<file path="src/rtl/n3l_pair_gen_pkg.sv">
`default_nettype none
// ============================================================================
// Module   : n3l_pair_gen_pkg
// Brief    : Shared types, widths and the half-shell offset table.
// Revision : 1.0
// ============================================================================
package n3l_pair_gen_pkg;

    localparam int c_cell_w        = 32;
    localparam int c_pairs_per_ref = 14;

    typedef logic [c_cell_w-1:0] cell_idx_t;

    localparam logic signed [1:0] c_neg = 2'sb11;
    localparam logic signed [1:0] c_zro = 2'sb00;
    localparam logic signed [1:0] c_pos = 2'sb01;

    typedef struct packed {
        logic signed [1:0] dx;
        logic signed [1:0] dy;
        logic signed [1:0] dz;
    } offset_t;

    // Self cell, the nine +x cells, three +y cells in the x plane, then +z.
    localparam offset_t c_offset_tbl [0:c_pairs_per_ref-1] = '{
        '{c_zro, c_zro, c_zro},
        '{c_pos, c_neg, c_neg}, '{c_pos, c_neg, c_zro}, '{c_pos, c_neg, c_pos},
        '{c_pos, c_zro, c_neg}, '{c_pos, c_zro, c_zro}, '{c_pos, c_zro, c_pos},
        '{c_pos, c_pos, c_neg}, '{c_pos, c_pos, c_zro}, '{c_pos, c_pos, c_pos},
        '{c_zro, c_pos, c_neg}, '{c_zro, c_pos, c_zro}, '{c_zro, c_pos, c_pos},
        '{c_zro, c_zro, c_pos}
    };

    typedef enum logic [1:0] {
        S_IDLE = 2'd0,
        S_EMIT = 2'd1,
        S_DONE = 2'd2
    } state_t;

endpackage
`default_nettype wire

</file>
<file path="src/rtl/n3l_pair_gen_if.sv">
`default_nettype none
// ============================================================================
// Module   : n3l_pair_gen_if
// Brief    : Valid/ready pair stream carrying reference/neighbor cell indices.
// Revision : 1.0
// ============================================================================
interface n3l_pair_gen_if;
    import n3l_pair_gen_pkg::*;

    logic      pair_valid;
    logic      pair_ready;
    cell_idx_t reference;
    cell_idx_t neighbor;
    logic      pair_last_ref;
    logic      pair_last;

    modport master (
        output pair_valid, reference, neighbor, pair_last_ref, pair_last,
        input  pair_ready
    );

    modport slave (
        input  pair_valid, reference, neighbor, pair_last_ref, pair_last,
        output pair_ready
    );
endinterface
`default_nettype wire

</file>
<file path="src/rtl/n3l_pair_gen_cell_wrap.sv">
`default_nettype none
// ============================================================================
// Module   : n3l_pair_gen_cell_wrap
// Brief    : Periodic single-axis step: (coord + delta) mod UNIVERSE_SIZE.
// Revision : 1.0
// ============================================================================
module n3l_pair_gen_cell_wrap
    import n3l_pair_gen_pkg::*;
#(
    parameter int UNIVERSE_SIZE = 3
) (
    input  cell_idx_t         coord,
    input  logic signed [1:0] delta,
    output cell_idx_t         wrapped
);
    localparam cell_idx_t c_max = cell_idx_t'(UNIVERSE_SIZE - 1);
    localparam cell_idx_t c_one = cell_idx_t'(1);

    always_comb begin
        wrapped = coord;
        if (delta == c_pos) begin
            wrapped = (coord == c_max) ? '0 : coord + c_one;
        end else if (delta == c_neg) begin
            wrapped = (coord == '0) ? c_max : coord - c_one;
        end
    end
endmodule
`default_nettype wire

</file>
<file path="src/rtl/n3l_pair_gen.sv">
`default_nettype none
// ============================================================================
// Module   : n3l_pair_gen
// Brief    : Half-shell (reference, neighbor) pair sweep over a periodic cube.
// Revision : 1.0
// ============================================================================
module n3l_pair_gen
    import n3l_pair_gen_pkg::*;
#(
    parameter int UNIVERSE_SIZE = 3
) (
    input  logic           clk,
    input  logic           rst,
    input  logic           start,
    output logic           busy,
    output logic           done,
    n3l_pair_gen_if.master pair
);
    localparam cell_idx_t  c_u        = cell_idx_t'(UNIVERSE_SIZE);
    localparam cell_idx_t  c_u2       = c_u * c_u;
    localparam cell_idx_t  c_max      = c_u - cell_idx_t'(1);
    localparam cell_idx_t  c_one      = cell_idx_t'(1);
    localparam cell_idx_t  c_last_ref = c_u2 * c_u - cell_idx_t'(1);
    localparam logic [3:0] c_k_last   = 4'(c_pairs_per_ref - 1);

    state_t     r_state;
    cell_idx_t  r_rx, r_ry, r_rz;
    logic [3:0] r_k;

    cell_idx_t  w_sx, w_sy, w_sz;
    cell_idx_t  w_nx, w_ny, w_nz;
    logic [3:0] w_sk;
    offset_t    w_off;
    cell_idx_t  w_ref_idx, w_nbr_idx;
    logic       w_load;

    // Counters of the pair that will be presented after the next load.
    always_comb begin
        w_sx = r_rx;
        w_sy = r_ry;
        w_sz = r_rz;
        w_sk = r_k + 4'd1;
        if (r_state == S_IDLE) begin
            w_sx = '0;
            w_sy = '0;
            w_sz = '0;
            w_sk = '0;
        end else if (r_k == c_k_last) begin
            w_sk = '0;
            if (r_rx != c_max) begin
                w_sx = r_rx + c_one;
            end else begin
                w_sx = '0;
                if (r_ry != c_max) begin
                    w_sy = r_ry + c_one;
                end else begin
                    w_sy = '0;
                    w_sz = (r_rz == c_max) ? '0 : r_rz + c_one;
                end
            end
        end
    end

    assign w_off = c_offset_tbl[w_sk];

    n3l_pair_gen_cell_wrap #(.UNIVERSE_SIZE(UNIVERSE_SIZE)) u_wrap_x (
        .coord(w_sx), .delta(w_off.dx), .wrapped(w_nx)
    );
    n3l_pair_gen_cell_wrap #(.UNIVERSE_SIZE(UNIVERSE_SIZE)) u_wrap_y (
        .coord(w_sy), .delta(w_off.dy), .wrapped(w_ny)
    );
    n3l_pair_gen_cell_wrap #(.UNIVERSE_SIZE(UNIVERSE_SIZE)) u_wrap_z (
        .coord(w_sz), .delta(w_off.dz), .wrapped(w_nz)
    );

    assign w_ref_idx = w_sx + c_u * w_sy + c_u2 * w_sz;
    assign w_nbr_idx = w_nx + c_u * w_ny + c_u2 * w_nz;

    assign w_load = ((r_state == S_IDLE) && start) ||
                    ((r_state == S_EMIT) && pair.pair_ready && !pair.pair_last);

    always_ff @(posedge clk or posedge rst) begin
        if (rst) begin
            r_state            <= S_IDLE;
            r_rx               <= '0;
            r_ry               <= '0;
            r_rz               <= '0;
            r_k                <= '0;
            pair.pair_valid    <= 1'b0;
            pair.reference     <= '0;
            pair.neighbor      <= '0;
            pair.pair_last_ref <= 1'b0;
            pair.pair_last     <= 1'b0;
            busy               <= 1'b0;
            done               <= 1'b0;
        end else begin
            if (w_load) begin
                r_rx               <= w_sx;
                r_ry               <= w_sy;
                r_rz               <= w_sz;
                r_k                <= w_sk;
                pair.reference     <= w_ref_idx;
                pair.neighbor      <= w_nbr_idx;
                pair.pair_last_ref <= (w_sk == c_k_last);
                pair.pair_last     <= (w_sk == c_k_last) && (w_ref_idx == c_last_ref);
            end
            case (r_state)
                S_IDLE: begin
                    if (start) begin
                        r_state         <= S_EMIT;
                        pair.pair_valid <= 1'b1;
                        busy            <= 1'b1;
                    end
                end
                S_EMIT: begin
                    if (pair.pair_ready && pair.pair_last) begin
                        r_state            <= S_DONE;
                        pair.pair_valid    <= 1'b0;
                        pair.pair_last_ref <= 1'b0;
                        pair.pair_last     <= 1'b0;
                        done               <= 1'b1;
                    end
                end
                S_DONE: begin
                    r_state <= S_IDLE;
                    done    <= 1'b0;
                    busy    <= 1'b0;
                end
                default: r_state <= S_IDLE;
            endcase
        end
    end
endmodule
`default_nettype wire

</file>
<file path="src/flat_wrapper.sv">
// flat-port wrapper written by rule: the top's interface ports become plain ports
module n3l_pair_gen_flat import n3l_pair_gen_pkg::*;
#(
    parameter int UNIVERSE_SIZE = 3
)
  (clk, rst, start, busy, done, pair_pair_valid, pair_reference, pair_neighbor, pair_pair_last_ref, pair_pair_last, pair_pair_ready);
  n3l_pair_gen_if pair_i ();
  input  logic clk;
  input  logic rst;
  input  logic start;
  output logic busy;
  output logic done;
  output wire logic [$bits(pair_i.pair_valid)-1:0] pair_pair_valid;
  output wire logic [$bits(pair_i.reference)-1:0] pair_reference;
  output wire logic [$bits(pair_i.neighbor)-1:0] pair_neighbor;
  output wire logic [$bits(pair_i.pair_last_ref)-1:0] pair_pair_last_ref;
  output wire logic [$bits(pair_i.pair_last)-1:0] pair_pair_last;
  input wire logic [$bits(pair_i.pair_ready)-1:0] pair_pair_ready;
  assign pair_pair_valid = pair_i.pair_valid;
  assign pair_reference = pair_i.reference;
  assign pair_neighbor = pair_i.neighbor;
  assign pair_pair_last_ref = pair_i.pair_last_ref;
  assign pair_pair_last = pair_i.pair_last;
  assign pair_i.pair_ready = pair_pair_ready;
  n3l_pair_gen #(.UNIVERSE_SIZE(UNIVERSE_SIZE)) u_core (.clk(clk), .rst(rst), .start(start), .busy(busy), .done(done), .pair(pair_i));
endmodule
</file>
<file path="config.mk">
export PLATFORM = sky130hd
export DESIGN_NAME = n3l_pair_gen_flat
export DESIGN_NICKNAME = d
export VERILOG_FILES = /design/src/rtl/n3l_pair_gen_pkg.sv /design/src/rtl/n3l_pair_gen_if.sv /design/src/rtl/n3l_pair_gen_cell_wrap.sv /design/src/rtl/n3l_pair_gen.sv /design/src/flat_wrapper.sv
export SDC_FILE = /design/constraint.sdc
export NUM_CORES = 1
export LEC_CHECK = 0
export CELL_PAD_IN_SITES_DETAIL_PLACEMENT = 0
export CELL_PAD_IN_SITES_GLOBAL_PLACEMENT = 2
export CORE_ASPECT_RATIO = 0.8
export CORE_MARGIN = 10
export CORE_UTILIZATION = 43
export CTS_CLUSTER_SIZE = 20
export DETAILED_ROUTE_END_ITERATION = 12
export PLACE_DENSITY_LB_ADDON = 0.15
export SETUP_SLACK_MARGIN = 0.05
export SLEW_MARGIN = 5
export SYNTH_ARGS = -nofsm -noshare
export SYNTH_HDL_FRONTEND = slang
export SYNTH_SLANG_ARGS = --single-unit
</file>
<file path="constraint.sdc">
create_clock -name clk -period 19.4 [get_ports clk]
set_clock_uncertainty 0.1 [all_clocks]
set_input_delay 5.82 -clock clk [delete_from_list [all_inputs] [get_ports clk]]
set_output_delay 5.82 -clock clk [all_outputs]
set_load 0.02 [all_outputs]
</file>
==> results.py <==
metrics = {
    "setup_path": {
        "path_depth": 36,
        "cp-start-kind": "flop",
        "path_class": "reg2reg",
        "r2r_cells": 36,
        "endpoint_kind": "flop",
        "crit_family": "compound AO/OA/AOI/OAI gates",
        "crit_arrival_ps": 12360,
        "crit_path_frequent_cell": "inv_1",
        "critical_path_buf_inv_count": 4,
        "worstPathMaxFanout": 31,
        "slowest_delay_ps": 820,
        "critical_path_required_ps": 19660,
        "slowest_stage": "o41ai_2",
    },
    "clock_tree": {
        "path_clk_slew_ps": 80,
        "ctsRootBufferMaster": "clkbuf_16",
        "cts_setup_buffers": 0,
        "cts_hold_buf": 0,
        "worstSkewPairLatency_ps": 510,
        "clockBufferDepth": 2,
        "numCtsBuffers": 17,
        "cts_sinks": 171,
        "ctsResizeCount": 0,
        "cts_tree": "built",
        "cts_max_level": 4,
    },
    "floorplan": {
        "rows": 77,
        "io_pins": 73,
        "die_w_um": 284,
        "die_h_um": 232,
        "die_area_um2": 65900,
        "core-area_um2": 55300,
        "initial_core_util_pct": 43.5,
    },
    "global_routing": {
        "met2_usage_pct": 39.1,
        "overflow": 0,
        "grt_max_degree": 112,
        "antenna_found_initial": 2,
        "grt_util_met1_pct": 36.6,
        "grt.total_usage_pct": 27.0,
        "busiest_layer": "met2",
        "grt_pass1_vias": 20600,
        "grt_pass1_wl_um": 134000,
        "grtUsageMet3_pct": 10.6,
    },
    "placement": {
        "portBuffers": 72,
        "hpwl_um": 73000,
        "gp_congestion": 1.00,
    },
    "sta": {
        "rsz0062_at_grt": "no",
        "setup_viol": 0,
        "fmax_ghz": 0.0826,
        "slew_headroom_pct": 29.0,
        "drv_slew": 0,
        "tightest_slew_ps": 1060,
        "hold_violations": 0,
        "period_minus_slack_ps": 12100,
        "finalCritPeriodShare_pct": 62.4,
        "tns_ps": 0,
    },
    "worst_hold_path": {
        "whs_path_depth": 2,
        "hold_path_class": "reg2reg",
    },
    "route": {
        "ant_nets": 0,
        "drt_iter0_markers": 1827,
        "vias_per_cell": 5.74,
        "firstDrtPassIters": 7,
        "wl_um": 89600,
        "drc": 0,
        "wire_per_inst_um": 24.0,
        "via_count": 21400,
    },
    "logic_synthesis": {
        "ys_seq_elements": 171,
        "synth.avg_cell_area_um2": 8.14,
        "ys_seq_area_share_pct": 17.8,
        "ys_warn_count": 0,
        "synthFlopType": "dfrtp_1",
        "synthesis.instances": 2956,
        "synth_edf_count": 0,
        "async_flop_share_pct": 100,
        "syn_nets": 3366,
        "synth.distinct_cells": 108,
        "syn_area_um2": 24100,
    },
    "run": {
        "drv_cap": 0,
    },
    "cells_and_area": {
        "layout_commonest_cell": "inv_1",
        "mostFrequentLayoutCells": "inv_1 (417), nand2_1 (382), ha_1 (234)",
        "fin_nets": 3370,
        "area_growth_pct": 8.26,
        "drive_gt1_share_pct": 5.68,
    },
    "status": {
        "status": "completed",
    },
}
[Yosys cell counts (9+ instances only)]
master	instances	area share [%]
a21boi_0	9	0.28
o22ai_1	11	0.29
nor4_2	9	0.47
a22o_1	10	0.36
clkbuf_1	71	1.1
a22oi_1	29	0.90
nand3_1	93	1.9
buf_1	9	0.14
a21o_1	28	0.87
nor2b_1	15	0.39
dfrtp_1	171	18
and3_1	34	0.88
o31ai_1	13	0.41
a31oi_1	22	0.57
nor4_1	46	1.2
nand4_1	57	1.5
buf_2	27	0.56
a21oi_1	92	1.9
and2_1	29	0.75
o21bai_1	12	0.37
o21a_1	17	0.53
xor2_1	83	3.0
xnor2_1	135	4.9
nand2b_1	25	0.65
and4_1	23	0.84
o21ai_1	13	0.27
or3_1	16	0.42
ha_1	234	12
mux2i_1	9	0.37
or2_2	11	0.29
inv_1	418	6.5
o211ai_1	14	0.44
o21ai_0	205	4.3
a211oi_1	9	0.28
fa_1	172	14
mux2_2	12	0.56
nor3_1	65	1.4
nor2_1	138	2.2
inv_2	9	0.14
nand2_1	382	6.0
[kinds of logic (layout without fill, tap and decap cells)]
family / count (synthesis) / in the layout / synth area share, %
other: 0 / 3 / 0
adder cells (fa/ha/maj): 406 / 406 / 26.5
multiplexers: 21 / 21 / 0.936
AO/OA/AOI/OAI: 583 / 583 / 16.0
XOR/XNOR: 220 / 220 / 8.10
buffers and inverters: 549 / 566 / 9.15
AND/OR/NAND/NOR: 1006 / 1006 / 21.6
flip-flops: 171 / 171 / 17.8
[routing by layer]
metal	share of wire, %	vias up	routed length (um)
met2	42	742	37500
li1	-	10000	-
met3	11	105	9650
met4	2.1	4	1860
met5	0.22	-	199
met1	45	10500	40300
[metrics by stage]
step / setup slack, ps / utilization (%) / hold slack (ps) / std cells / instance area (um^2)
after global placement: 7620 / 46.0 / 354 / 3691 / 25400
after CTS: 7340 / 47.1 / 387 / 3723 / 26000
after detailed placement: 7420 / 46.0 / 368 / 3691 / 25400
after floorplan: 8850 / - / 377 / 2956 / 24100
final: 7300 / 47.1 / 377 / 3726 / 26000
after global routing: 6600 / 47.1 / 408 / 3723 / 26000
[cell type report]
| type | instances | area [um^2] |
|---|---|---|
| timing repair buffer | 107 | 983 |
| clock buffer | 17 | 425 |
| inverter | 427 | 1610 |
| clock inverter | 15 | 173 |
| fill | 5635 | 29300 |
| multi-input combinational | 2236 | 17600 |
| sequential | 171 | 4280 |
| antenna | 3 | 7.51 |
| tap | 750 | 938 |
[state kept, by name, summed over array words and instances (netlist names)]
signal / cells
u_core.r_ry: 32
u_core.busy: 1
u_core.pair.pair_last: 1
u_core.r_rx: 32
u_core.r_rz: 32
u_core.r_k: 4
u_core.pair.pair_last_ref: 1
u_core.pair.neighbor: 32
u_core.pair.reference: 32
u_core.r_state: 2
u_core.pair.pair_valid: 1
u_core.done: 1
[worst reg2reg max path, delay by kind of cell, from the launching register on]
kind	cells	cell delay, ps
AOI/OAI and AO/OA	16	5300
and+or+nand+nor	8	2750
adders and majority gates	6	2380
buffers and inverters	4	500
DFF	1	450
muxes	1	340
xor gates and xnor gates	1	160
[path summary, 6_finish.rpt]
path                       slack [ps]                                 start                                    to
max                              7300           u_core.r_rx[18]$_DFFE_PP0N_  u_core.pair.neighbor[31]$_DFFE_PP0N_
min                               380  u_core.pair.neighbor[20]$_DFFE_PP0N_  u_core.pair.neighbor[20]$_DFFE_PP0N_
max reg2reg                      7300           u_core.r_rx[18]$_DFFE_PP0N_  u_core.pair.neighbor[31]$_DFFE_PP0N_
min reg2reg                       380  u_core.pair.neighbor[20]$_DFFE_PP0N_  u_core.pair.neighbor[20]$_DFFE_PP0N_
max in group asynchronous       12000                                   rst           u_core.r_rz[24]$_DFFE_PP0N_
min in group asynchronous        5750                                   rst  u_core.pair.neighbor[14]$_DFFE_PP0N_
Power is not shown: default switching activity piles up to over one toggle a cycle in this logic, so the estimate is an artifact.
